File: config.mk
export PLATFORM = sky130hd
export DESIGN_NAME = vga_plot_arbiter
export DESIGN_NICKNAME = d
export VERILOG_FILES = /design/src/rtl/vga_plot_arbiter_pkg.sv /design/src/rtl/vga_plot_arbiter_raster_counter.sv /design/src/rtl/vga_plot_arbiter.sv
export SDC_FILE = /design/constraint.sdc
export NUM_CORES = 1
export LEC_CHECK = 0
export ABC_AREA = 1
export CAP_MARGIN = 5
export CORE_UTILIZATION = 40
export DETAILED_ROUTE_END_ITERATION = 8
export PLACE_DENSITY = 0.66
export SYNTH_ARGS = -nofsm -noshare
export SYNTH_HDL_FRONTEND = slang
export SYNTH_SLANG_ARGS = --single-unit
File: constraint.sdc
create_clock -name clk -period 2.5 [get_ports clk]
set_clock_uncertainty 0.15 [all_clocks]
set_input_delay 0.375 -clock clk [delete_from_list [all_inputs] [get_ports clk]]
set_output_delay 0.375 -clock clk [all_outputs]
set_load 0.01 [all_outputs]
File: src/rtl/vga_plot_arbiter_pkg.sv
// Shared types and constants for the VGA plot arbiter.
// Screen geometry, block size and FSM state encoding.
package vga_plot_arbiter_pkg;

    typedef enum logic [1:0] {
        S_IDLE  = 2'd0,
        S_BLOCK = 2'd1,
        S_CLEAR = 2'd2,
        S_DONE  = 2'd3
    } state_t;

    localparam int BLOCK_SIDE = 4;
    localparam int SCREEN_W = 160;
    localparam int SCREEN_H = 120;
    localparam logic [2:0] CLEAR_COLOUR_DEF = 3'b000;

endpackage

File: src/rtl/vga_plot_arbiter_raster_counter.sv
// Raster x/y sweep counter used by the full-screen clear.
// Counts row-major with enable, synchronous clear and last-pixel flag.
module raster_counter #(
    parameter int XW = 8,
    parameter int YW = 7,
    parameter int X_MAX = 159,
    parameter int Y_MAX = 119
) (
    input  logic          clk,
    input  logic          resetn,
    input  logic          en,
    input  logic          clr,
    output logic [XW-1:0] x,
    output logic [YW-1:0] y,
    output logic          last
);

    localparam logic [XW-1:0] XL = XW'(X_MAX);
    localparam logic [YW-1:0] YL = YW'(Y_MAX);

    assign last = (x == XL) && (y == YL);

    // Step the sweep one pixel per enabled cycle, wrapping at the frame end.
    always_ff @(posedge clk) begin
        if (!resetn || clr) begin
            x <= '0;
            y <= '0;
        end else if (en) begin
            if (x == XL) begin
                x <= '0;
                y <= (y == YL) ? '0 : y + 1'b1;
            end else begin
                x <= x + 1'b1;
            end
        end
    end

endmodule

File: src/rtl/vga_plot_arbiter.sv
// Arbitrates the VGA plot port between two block drawers and a clear.
// Player blocks are expanded to 4x4 pixels; clear sweeps the frame.
module vga_plot_arbiter
    import vga_plot_arbiter_pkg::*;
#(
    parameter int X_MAX = SCREEN_W - 1,
    parameter int Y_MAX = SCREEN_H - 1,
    parameter logic [2:0] CLEAR_COLOUR = CLEAR_COLOUR_DEF
) (
    input  logic       clk,
    input  logic       resetn,
    input  logic [1:0] req,
    input  logic [7:0] p0_x,
    input  logic [6:0] p0_y,
    input  logic [2:0] p0_colour,
    input  logic [7:0] p1_x,
    input  logic [6:0] p1_y,
    input  logic [2:0] p1_colour,
    input  logic       clr_req,
    output logic [1:0] done,
    output logic       clr_done,
    output logic       busy,
    output logic [7:0] x,
    output logic [6:0] y,
    output logic [2:0] colour,
    output logic       plot
);

    localparam logic [3:0] CNT_LAST = 4'(BLOCK_SIDE * BLOCK_SIDE - 1);

    state_t     state;
    state_t     state_n;
    logic [7:0] bx;
    logic [6:0] by;
    logic [2:0] bc;
    logic [3:0] cnt;
    logic       gnt;
    logic       last_grant;
    logic       clr_job;
    logic       grant_go;
    logic       grant_p;
    logic       rc_en;
    logic       rc_clr;
    logic [7:0] rx;
    logic [6:0] ry;
    logic       rc_last;
    logic [8:0] sum_x;
    logic [7:0] sum_y;
    logic       clip;

    raster_counter #(
        .XW(8),
        .YW(7),
        .X_MAX(X_MAX),
        .Y_MAX(Y_MAX)
    ) u_raster (
        .clk(clk),
        .resetn(resetn),
        .en(rc_en),
        .clr(rc_clr),
        .x(rx),
        .y(ry),
        .last(rc_last)
    );

    // Widened sums so an origin near the edge clips instead of wrapping.
    assign sum_x = {1'b0, bx} + {7'b0, cnt[1:0]};
    assign sum_y = {1'b0, by} + {6'b0, cnt[3:2]};
    assign clip  = (sum_x > 9'(X_MAX)) || (sum_y > 8'(Y_MAX));
    assign busy  = (state != S_IDLE);

    // State register.
    always_ff @(posedge clk) begin
        if (!resetn)
            state <= S_IDLE;
        else
            state <= state_n;
    end

    // Next-state logic and arbitration: clear first, then round-robin.
    always_comb begin
        state_n  = state;
        grant_go = 1'b0;
        grant_p  = 1'b0;
        rc_en    = 1'b0;
        rc_clr   = 1'b0;
        unique case (state)
            S_IDLE: begin
                if (clr_req) begin
                    state_n = S_CLEAR;
                    rc_clr  = 1'b1;
                end else if (req != 2'b00) begin
                    state_n  = S_BLOCK;
                    grant_go = 1'b1;
                    unique case (req)
                        2'b01:   grant_p = 1'b0;
                        2'b10:   grant_p = 1'b1;
                        default: grant_p = ~last_grant;
                    endcase
                end
            end
            S_BLOCK: begin
                if (cnt == CNT_LAST)
                    state_n = S_DONE;
            end
            S_CLEAR: begin
                rc_en = 1'b1;
                if (rc_last)
                    state_n = S_DONE;
            end
            S_DONE: begin
                state_n = S_IDLE;
            end
            default: state_n = S_IDLE;
        endcase
    end

    // Latch the granted block and step the block pixel counter.
    always_ff @(posedge clk) begin
        if (!resetn) begin
            bx         <= '0;
            by         <= '0;
            bc         <= '0;
            cnt        <= '0;
            gnt        <= 1'b0;
            last_grant <= 1'b1;
            clr_job    <= 1'b0;
        end else begin
            if (grant_go) begin
                bx         <= grant_p ? p1_x : p0_x;
                by         <= grant_p ? p1_y : p0_y;
                bc         <= grant_p ? p1_colour : p0_colour;
                gnt        <= grant_p;
                last_grant <= grant_p;
                cnt        <= '0;
                clr_job    <= 1'b0;
            end else if (state == S_BLOCK) begin
                cnt <= cnt + 1'b1;
            end
            if (rc_clr)
                clr_job <= 1'b1;
        end
    end

    // Adapter outputs and completion pulses, decoded from state.
    always_comb begin
        x        = '0;
        y        = '0;
        colour   = '0;
        plot     = 1'b0;
        done     = 2'b00;
        clr_done = 1'b0;
        unique case (state)
            S_BLOCK: begin
                x      = sum_x[7:0];
                y      = sum_y[6:0];
                colour = bc;
                plot   = ~clip;
            end
            S_CLEAR: begin
                x      = rx;
                y      = ry;
                colour = CLEAR_COLOUR;
                plot   = 1'b1;
            end
            S_DONE: begin
                if (clr_job)
                    clr_done = 1'b1;
                else
                    done[gnt] = 1'b1;
            end
            default: ;
        endcase
    end

endmodule

== Yosys cells after proc, flatten, opt, wreduce, memory -nomap -nowiden ==
Index checks and enable logic that the tools add are counted.
Word-level totals
  bits in registers: 42
  input bits: 41
  word-level logic and storage cells: 77
Cells by class
  equal/unequal tests: 11
  mux-type cells: 32
  add/subtract/negate cells: 5
  reductions and logical operators: 12
  $lt $le $gt $ge: 4
  bitwise logic cells: 3
Operators with widths (number)
  8-bit two-way mux: 2
  8-bit one-hot mux with 2 select lines: 1
  1-bit two-way mux: 14
  7-bit two-way mux: 2
  7-bit one-hot mux with 2 select lines: 1
  2-bit two-way mux: 6
  8-bit by 2-bit adder with 9-bit output: 1
  9-bit by 8-bit greater-than comparator with 1-bit output, second input constant: 1
  7-bit by 2-bit adder with 8-bit output: 1
  8-bit by 1-bit adder with 8-bit output, second input constant: 1
  8-bit == test, second input constant: 1
  8-bit by 7-bit greater-than comparator with 1-bit output, second input constant: 1
  2-bit one-hot mux with 4 select lines: 1
  7-bit by 1-bit adder with 7-bit output, second input constant: 1
  7-bit == test, second input constant: 1
  2-bit == test, second input constant: 3
  3-bit two-way mux: 2
  2-bit nonzero test: 3
  4-bit by 1-bit adder with 4-bit output, second input constant: 1
  2-bit by 1-bit == test with 1-bit output, second input constant: 2
  4-bit == test, second input constant: 1
  2-bit != test, second input constant: 2
  1-bit one-hot mux with 2 select lines: 2
  3-bit != test, second input constant: 1
  other kinds (11): 15

== Depth between registers and ports, before layout ==
Gate-level depths: netlist of the first run.
  depth in word-level cells: 6
  mapped depth: 11

== By module ==
From an unflattened synthesis of the first run, not the netlist that was laid out.
Second synthesis, totals
  cells, all modules: 411
  area total of the unflattened synthesis: 2736.4 um2
By module, submodules not included
  vga_plot_arbiter: area each 1959.4 um2, times used 1, cells each 300
  raster_counter: area each 777.0 um2, times used 1, cells each 111

== Least setup slack after synthesis of the first run ==
Ideal clock, no wire load.
  path kind: register to output
  start: register cnt[2]
  end: output y[6]
  slack: 405 ps
  buffers on the path: 0
  arrival time: 1570 ps
  cell stages (with the launch flop): 10
  cell sequence: dfxtp_1 -> ha_1 -> fa_1 -> nand2_1 -> inv_1 -> nand2_1 -> nor2_1 -> xor2_1 -> nand2_1 -> a21oi_1
Between the ends
  word-level cells in the longest chain between the ends: 2
RTL lines
  from (decl): RTL line vga_plot_arbiter.sv:36  | logic [3:0] cnt;
  from (signal assigned): RTL line vga_plot_arbiter.sv:138  | cnt <= cnt + 1'b1;
  7-bit by 2-bit adder with 8-bit output: RTL line vga_plot_arbiter.sv:68  | assign sum_y = {1'b0, by} + {6'b0, cnt[3:2]};
  7-bit one-hot mux with 2 select lines: RTL line vga_plot_arbiter.sv:153  | unique case (state)
  to (decl): RTL line vga_plot_arbiter.sv:24  | output logic [6:0] y,
No other way between the ends.

== Worst setup path in the final report of the first run ==
  start: register cnt[0]
  end: output plot
Between the ends
  word-level cells in the longest chain between the ends: 5
RTL lines
  8-bit by 2-bit adder with 9-bit output: RTL line vga_plot_arbiter.sv:67  | assign sum_x = {1'b0, bx} + {7'b0, cnt[1:0]};
  9-bit by 8-bit greater-than comparator with 1-bit output: RTL line vga_plot_arbiter.sv:69  | assign clip = (sum_x > 9'(X_MAX)) || (sum_y > 8'(Y_MAX));
  1-bit logical OR: RTL line vga_plot_arbiter.sv:69
  1-bit NOT: RTL line vga_plot_arbiter.sv:158  | plot = ~clip;
  1-bit one-hot mux with 2 select lines: RTL line vga_plot_arbiter.sv:153
  to (decl): RTL line vga_plot_arbiter.sv:26  | output logic plot
No other way between the ends.

==> flow_summary.yaml, run 1 <==
power:
  p_per_area_mw_per_mm2: 715
  leakagePower_nw: 1.51
  total_power_w: 0.00259
  ir_drop_mv: 0.384
setup_path:
  cp_num_buf_inv: 1
  slowest_stage: "fa_2"
  worstPathMaxFanout: 3
  max_stage_delay_ns: 0.36
  worst_setup_path_start_kind: "register"
  path_delay_family: "simple AND/OR/NAND/NOR gates"
  worstPathRequired_ns: 1.98
  reg2reg_setup_slack_ns: 0.53
  crit_chain: "ha_4, fa_2, nand2_2, nor2_2, nand2_2, nand2_2, nand2_2, nand2_1, nand2_1, nand3_2, a21oi_2, buf_2"
  critPathMostFrequentCell: "nand2_2"
  endpoint_kind: "primary output"
  r2r_cells: 10
  cp.arrival_ns: 1.98
  r2r-end: "u_raster.y[4]"
  critPathKind: "register to primary output"
  r2r-start: "state[0]"
floorplanning:
  floorplan.io_pins: 64
  die_w_um: 82.9
  start_util_pct: 41.3
  core-area_sq_mm: 0.00635
  fp.dieArea_sq_mm: 0.00688
  die_height_um: 82.9
  num_rows: 29
sta:
  tns_ns: -0.00310
  min_period_ns: 2.50
  clock.fmax_mhz: 400
  finalSetupViolations: 1
  worstMarginPinSlew_ns: 0.309
  min_period_over_period_pct: 100
  fin_hold_ws_ns: 0.324
  hold_viol_final: 0
  rsz0062_at_grt: "yes"
  fin_ws_ns: -0.00310
  relSlewSlack_pct: 79.4
  report.final.slew_viol_count: 0
logic_synthesis:
  yosysTopAreaCell: "dfxtp_1"
  syn-instance-count: 393
  synth.top_cells.by_count: "93 x nand2_1, 45 x nor2_1, 42 x dfxtp_1, 36 x inv_1, 35 x nand3_1"
  ys.warnings.count: 0
  synth-seq-area-share_pct: 32.1
  yosysMostFrequentCell: "nand2_1"
  synth_top_flop_cell: "dfxtp_1"
  synth.top_cell.area_share_pct: 32.1
  syn_area_sq_mm: 0.00262
  ys_seq_elements: 42
  synth_area_leaders: "dfxtp_1 32%, nand2_1 13%, nand3_1 6.7%"
  syn_avg_cell_area_sq_um: 6.67
  ys_async_sr_fraction_pct: 0
  synth_edf_count: 0
  syn_nets: 449
  synth.distinct_cells: 36
drt:
  vias_per_cell: 5.01
  drtIter0Drc: 107
  detail-route-antenna-nets: 0
  detail_route.first_pass.iterations: 5
  routed_wl_um: 6840
  vias: 2744
  wl_per_cell_um: 12.5
  drc: 0
final_layout:
  multiInputGateArea_sq_mm: 0.00163
  final_layout_size_suffix_gt1_share_pct: 16.3
  syn2layout_area_growth_pct: 38.2
  fin_nets: 526
  n_antenna_cell: 0
  fillers: 607
  seq_area_sq_um: 848
run:
  cap_violations: 0
min_path:
  min_from: "last_grant"
  hold_depth: 2
  holdPathEnd: "last_grant"
  hp-class: "register to register"
placement:
  place_ws_ns: -0.160
  port_buffers: 63
  dp_hpwl_um: 5430
  gp_congestion: 0.835
clock_network:
  clock_latency_ns: 0.30
  cts_num_sinks: 42
  path_clk_slew_ns: 0.09
  cts_buffers: 5
  clk_path_buf_depth: 2
  cts_hold_buf: 0
  clk_root_buffer_cell: "clkbuf_8"
  cts.htree.levels: 2
  cts_tree: "yes"
global_route:
  grt_pass1_vias: 2658
  antenna_found_initial: 0
  grt_pass1_wl_um: 11500
  track_usage_pct: 20.4
  gr-total-overflow: 0
  grt_max_degree: 22
outcome:
  violations: "setup timing"
  status: "finished with violations"
-- cell usage in the layout (no fill, tap or decap), types with 7 or more instances in the layout --
master	n
nor2_1	43
clkdlybuf4s50_1	47
buf_4	18
nand2_2	9
a21oi_1	19
nand3_1	34
dlygate4sd2_1	7
o22ai_1	10
ha_1	10
nand2_1	87
o21ai_1	25
dfxtp_1	36
nor3_1	9
o21ai_0	12
inv_1	35
-- state kept, by name, indices dropped and copies added, names as in the netlist --
signal	cells
bx	8
clr_job	1
by	7
u_raster.x	8
cnt	4
u_raster.y	7
last_grant	1
bc	3
gnt	1
state	2
-- per-layer routing --
layer	track usage (%)	up-vias	part of all wire (%)
li1	-	1445	-
met1	27.7	1217	50
met2	31.9	73	44
met3	4.27	9	4.6
met4	7.21	0	1.4
met5	0	-	0
-- where the power goes --
part / internal [W] / total, W / switching [W]
sequential: 0.000762 / 0.000844 / 0.0000822
combinational: 0.000419 / 0.00109 / 0.000670
clock: 0.000400 / 0.000656 / 0.000255
total: 0.00158 / 0.00259 / 0.00101
-- logic make-up (layout without fill, tap and decap cells) --
kind of cell	Yosys count	after routing	share of synthesized area, %
buffers and inverters	55	133	8.64
and+or+nand+nor	199	199	34.1
adders and majority gates	15	15	7.74
xor gates and xnor gates	7	7	2.34
DFF	42	42	32.1
AOI/OAI and AO/OA	75	75	15.1
-- final cells by class --
class / count / area share [%]
sequential: 42 / 23.4
clock inverter: 3 / 1.90
timing repair buffer: 82 / 20.5
multi-input combinational: 296 / 45.0
inverter: 43 / 4.63
tap: 77 / 2.66
clock buffer: 5 / 1.90
-- worst register-to-register path, stage by stage (launching register included) --
cell	delay (ns)
dfxtp_1	0.34
inv_1	0.11
ha_1	0.15
buf_4	0.23
nand2_2	0.13
nor3_4	0.25
nand3_4	0.16
clkinv_4	0.11
nand2_2	0.05
xor2_1	0.16
nor2_2	0.04
-- repair_timing --
item | CTS | global route
setup buffers | 0 | 1
cloned | 0 | 0
pin swaps | 1 | 10
resized for setup | 34 | 31
endpoints found under the setup margin | 16 | 10
-- per-stage QoR --
| step | utilization, % | area (sq um) | instances |
|---|---|---|---|
| 2_1_floorplan | - | 2620 | 393 |
| 3_3_place_gp | 54.1 | 3440 | 539 |
| 3_5_place_dp | 54.1 | 3440 | 539 |
| 4_1_cts | 56.2 | 3570 | 547 |
| 5_1_grt | 57.0 | 3620 | 548 |
| 6_report | 57.0 | 3620 | 548 |
-- how the worst max path moves through the flow --
| stage | start | to | slack [ns] | cells after the start |
|---|---|---|---|---|
| after floorplan | cnt[2] | y[6] | 0.40 | 9 |
| after global placement | bx[0] | plot | -0.14 | 12 |
| after detailed placement | bx[0] | plot | -0.16 | 12 |
| after CTS | bx[0] | plot | -0.15 | 12 |
| after global routing | bx[0] | plot | -0.12 | 12 |
| final | cnt[0] | plot | -0.003 | 12 |
No activity file was read; power rests on OpenSTA's default activity.
==> run 2: changes to the inputs <==
--- a/config.mk
+++ b/config.mk
@@ -6,10 +6,11 @@
 export NUM_CORES = 1
 export LEC_CHECK = 0
 export ABC_AREA = 1
-export CAP_MARGIN = 5
+export CAP_MARGIN = 15
 export CORE_UTILIZATION = 40
 export DETAILED_ROUTE_END_ITERATION = 8
 export PLACE_DENSITY = 0.66
+export SKIP_CTS_REPAIR_TIMING = 1
 export SYNTH_ARGS = -nofsm -noshare
 export SYNTH_HDL_FRONTEND = slang
 export SYNTH_SLANG_ARGS = --single-unit
==> run 2 against run 1 <==
  * The run now ends clean
  * Fmax grew 0.15%
  * Global-route usage is essentially flat
  * First-iteration DRC count grew 10%
  * Worst hold slack is essentially flat
  * Critical path type unchanged
==> flow_summary.yaml, run 2 (same netlist as run 1, synthesis figures left out) <==
setup_path:
  cp.arrival_ns: 1.97
  worstPathMaxFanout: 3
  r2r-end: "cnt[3]"
  reg2reg_setup_slack_ns: 0.54
  endpoint_kind: "primary output"
  r2r-start: "state[0]"
  worst_setup_path_start_kind: "register"
  worstPathRequired_ns: 1.98
  r2r_cells: 10
  critPathKind: "register to primary output"
global_route:
  grt_pass1_vias: 2650
  gr-total-overflow: 0
  track_usage_pct: 20.3
  grt_pass1_wl_um: 11500
  antenna_found_initial: 0
  grt_max_degree: 22
drt:
  detail-route-antenna-nets: 0
  drtIter0Drc: 118
  drc: 0
  vias: 2739
  detail_route.first_pass.iterations: 4
  vias_per_cell: 5.01
  routed_wl_um: 6760
  wl_per_cell_um: 12.4
min_path:
  hp-class: "register to register"
  hold_depth: 2
  holdPathEnd: "last_grant"
  min_from: "last_grant"
floorplanning:
  core-area_sq_mm: 0.00635
  num_rows: 29
  die_height_um: 82.9
  die_w_um: 82.9
  fp.dieArea_sq_mm: 0.00688
  start_util_pct: 41.3
  floorplan.io_pins: 64
sta:
  worstMarginPinSlew_ns: 0.306
  relSlewSlack_pct: 79.5
  rsz0062_at_grt: "yes"
  hold_viol_final: 0
  min_period_over_period_pct: 100
  clock.fmax_mhz: 400
  finalSetupViolations: 0
  min_period_ns: 2.50
  report.final.slew_viol_count: 0
  fin_ws_ns: 0.000609
final_layout:
  final_layout_size_suffix_gt1_share_pct: 13.4
  syn2layout_area_growth_pct: 38.9
  fin_nets: 525
  mostFrequentLayoutCells: "91 x nand2_1, 47 x clkdlybuf4s50_1, 44 x nor2_1"
  final_common_cell: "nand2_1"
  fillers: 593
  stdcell_count: 547
  reg_top3: "bx: 8 flops, u_raster.x: 8 flops"
  n_antenna_cell: 0
power:
  total_power_w: 0.00258
  p_per_area_mw_per_mm2: 708
  leakagePower_nw: 1.71
  ir_drop_mv: 0.384
clock_network:
  clk_root_buffer_cell: "clkbuf_8"
  cts_tree: "yes"
  clock_latency_ns: 0.30
  cts_num_sinks: 42
  clk_path_buf_depth: 2
  cts.htree.levels: 2
  cts_buffers: 5
  path_clk_slew_ns: 0.09
run:
  cap_violations: 0
placement:
  place_ws_ns: -0.160
  port_buffers: 63
  gp_congestion: 0.835
  dp_hpwl_um: 5430
  dp.cells: 539
outcome:
  status: "completed"
run 2: cell count changes in the layout (fill, tap and decap cells not counted), sizes merged:
cell	change
clkdlybuf4s15	-2
dlygate4sd2	-7
buf	-3
clkbuf	-2
dlymetal6s2s	+13
run 2: per-stage QoR:
step                area, sq um  hold WS, ns  utilization, %  setup TNS (ns)
floorplan                  2620        0.280               -               0
CTS                        3570        0.333            56.3           -3.87
detailed placement         3440        0.315            54.1          -0.291
global route               3640        0.357            57.3          -0.176
global placement           3440        0.297            54.1          -0.188
finish                     3640        0.324            57.3               0
run 2: cell type report:
class	count	area (sq um)	area share [%]
Multi-Input combinational cell	296	1600	43.8
Tap cell	77	96.3	2.65
Inverter	43	168	4.61
Sequential cell	42	847	23.3
Clock inverter	3	68.8	1.89
Clock buffer	5	68.8	1.89
Timing Repair Buffer	81	796	21.9
run 2: how the worst max path moves through the flow:
stage               slack, ns    from  cells after the start  endpoint
global route            -0.17   bx[0]                     12      plot
global placement        -0.14   bx[0]                     12      plot
finish                 0.0006   bx[0]                     12      plot
CTS                     -0.50   bx[0]                     12      plot
detailed placement      -0.16   bx[0]                     12      plot
floorplan                0.40  cnt[2]                      9      y[6]
run 2: power by group:
group          internal [W]  total (W)  leakage [nW]  switching, W
clock              0.000400   0.000659        0.0683      0.000258
combinational      0.000421    0.00108          1.30      0.000660
sequential         0.000761   0.000838         0.344     0.0000775
run 2: per-layer routing:
metal  share of wire (%)  GRT usage (%)
met4                 1.3           6.58
met2                  44           32.0
met3                 4.8           4.17
met1                  50           27.9
met5                   0              0
run 2: worst max-delay path: stages (launching register included):
cell and delay [ns]:
dfxtp_1 0.32, ha_1 0.21, fa_2 0.34, nand2_1 0.10
nor2_2 0.05, nand2_1 0.07, nand2_1 0.07, nand2_1 0.06
nand2_1 0.05, nand2_1 0.05, nand3_1 0.07, a21oi_2 0.14
clkbuf_2 0.14
==> run 3: changes to the inputs <==
--- a/config.mk
+++ b/config.mk
@@ -8,6 +8,7 @@
 export ABC_AREA = 1
 export CAP_MARGIN = 15
 export CORE_UTILIZATION = 40
+export CTS_BUF_LIST = sky130_fd_sc_hd__clkbuf_2
 export DETAILED_ROUTE_END_ITERATION = 8
 export PLACE_DENSITY = 0.66
 export SKIP_CTS_REPAIR_TIMING = 1
==> run 3 against run 2 <==
  * The flow now finishes with violations (setup timing)
  * Global-route usage hardly changed
  * Highest routed layer unchanged
  * Cell count is 0.73% higher
  * Total power is 2.9% lower
  * Non-clock buffer count is 4 higher
  * Worst hold slack better by 0.021 ns
  * Utilization is 0.18 points higher
  * Clock-buffer cell count stayed put
  * Sequential share of layout area is 0.24 points higher
  * Sequential power is 2% higher
  * Flip-flop and latch count stayed put
  * Wire length is 6.3% higher
  * Via count is 2.2% higher
  * Critical endpoint is now x[0]
==> flow_summary.yaml, run 3 (same netlist as run 1, synthesis figures left out) <==
power:
  total_power_w: 0.00250
  p_per_area_mw_per_mm2: 685
  leakagePower_nw: 1.54
  switching_power_w: 0.00102
  intPower_w: 0.00148
  ir_drop_mv: 0.391
  combPwrFrac_pct: 44.8
  swShare_pct: 40.9
  power_frac_seq_pct: 34.3
  clkPwrFrac_pct: 20.9
global_route:
  track_usage_pct: 20.4
  antenna_found_initial: 0
  grt_pass1_vias: 2657
  grt_pass1_wl_um: 11600
  grt_max_degree: 22
  gr-total-overflow: 0
sta:
  hold_viol_final: 0
  fin_ws_ns: -0.218
  min_period_over_period_pct: 109
  worstMarginPinSlew_ns: 0.338
  relSlewSlack_pct: 77.4
  report.final.slew_viol_count: 0
  min_period_ns: 2.72
  rsz0062_at_grt: "yes"
  fin_hold_ws_ns: 0.344
  finalSetupViolations: 6
  clock.fmax_mhz: 368
drt:
  vias: 2800
  wl_per_cell_um: 13.0
  drtIter0Drc: 87
  detail-route-antenna-nets: 0
  routed_wl_um: 7190
  drc: 0
  vias_per_cell: 5.08
  detail_route.first_pass.iterations: 7
clock_network:
  cts_tree: "yes"
  cts.htree.levels: 2
  path_clk_slew_ns: 0.24
  clk_path_buf_depth: 2
  cts_buffers: 5
  clk_root_buffer_cell: "clkbuf_2"
  cts_num_sinks: 42
  clock_latency_ns: 0.43
setup_path:
  worstPathMaxFanout: 16
  max_stage_delay_ns: 0.55
  crit_chain: "inv_1, ha_1, clkinv_1, buf_4, a21oi_2, clkdlybuf4s50_1"
  worst_setup_path_start_kind: "register"
  critPathKind: "register to primary output"
  reg2reg_setup_slack_ns: 0.57
  path_delay_family: "buffers and inverters"
  cp.arrival_ns: 2.19
  r2r-start: "state[0]"
  r2r-end: "cnt[0]"
  endpoint_kind: "primary output"
  r2r_cells: 10
  slowest_stage: "clkdlybuf4s50_1"
  worstPathRequired_ns: 1.98
  cp_num_buf_inv: 4
outcome:
  status: "finished with violations"
  violations: "setup timing"
floorplanning:
  start_util_pct: 41.3
  floorplan.io_pins: 64
  fp.dieArea_sq_mm: 0.00688
  core-area_sq_mm: 0.00635
  num_rows: 29
  die_w_um: 82.9
  die_height_um: 82.9
min_path:
  holdPathEnd: "bc[0]"
  hold_depth: 2
  hp-class: "register to register"
  min_from: "bc[0]"
placement:
  place_ws_ns: -0.160
  gp_congestion: 0.835
  port_buffers: 63
  dp_hpwl_um: 5430
run:
  cap_violations: 0
final_layout:
  syn2layout_area_growth_pct: 39.4
  utilization_pct: 57.5
  mostFrequentLayoutCells: "85 x nand2_1, 48 x clkdlybuf4s50_1, 43 x nor2_1"
  final_common_cell: "nand2_1"
  reg_top3: "bx: 8 flops, u_raster.x: 8 flops"
  n_antenna_cell: 0
  fin_nets: 529
  final_layout_size_suffix_gt1_share_pct: 20.3
## run 3: power by group through the flow
stage / Combinational, W / Sequential, W / Clock, W
2_1_floorplan: 0.000682 / 0.000833 / 0
3_3_place_gp: 0.00106 / 0.000846 / 0
3_5_place_dp: 0.00107 / 0.000849 / 0
4_1_cts: 0.00108 / 0.000836 / 0.000524
5_1_grt: 0.00125 / 0.000869 / 0.000554
6_report: 0.00112 / 0.000857 / 0.000523
## run 3: worst max-delay path by stage
stage,end,cells past startpoint,from
floorplan,y[6],9,cnt[2]
global placement,plot,12,bx[0]
detailed placement,plot,12,bx[0]
CTS,plot,12,bx[0]
global route,plot,12,cnt[0]
finish,x[0],6,state[0]
## run 3: per-layer routing
| metal | vias up | wire length, um | track usage [%] |
|---|---|---|---|
| met4 | 0 | 78 | 5.64 |
| met3 | 7 | 318 | 4.08 |
| met2 | 66 | 3240 | 32.6 |
| met5 | - | 0 | 0 |
| li1 | 1451 | - | - |
| met1 | 1276 | 3550 | 27.9 |
## run 3: per-stage QoR
stage / instances / instance area [sq um] / setup TNS [ns]
detailed placement: 539 / 3440 / -0.291
CTS: 547 / 3530 / -6.71
global placement: 539 / 3440 / -0.188
global route: 551 / 3650 / -1.97
floorplan: 393 / 2620 / 0
finish: 551 / 3650 / -0.704
## run 3: layout make-up
| type | instances | area [sq um] |
|---|---|---|
| tap | 77 | 96.3 |
| inverter | 43 | 168 |
| sequential | 42 | 858 |
| clock buffer | 5 | 25.0 |
| fill | 587 | 2700 |
| multi-input combinational | 296 | 1670 |
| timing repair buffer | 85 | 763 |
| clock inverter | 3 | 68.8 |
## run 3: worst register-to-register path: cells and delay by family (launching register included)
family,cells,cell delay [ns]
adders and majority gates,1,0.25
DFF,1,0.40
buffers and inverters,5,0.64
and+or+nand+nor,4,0.42
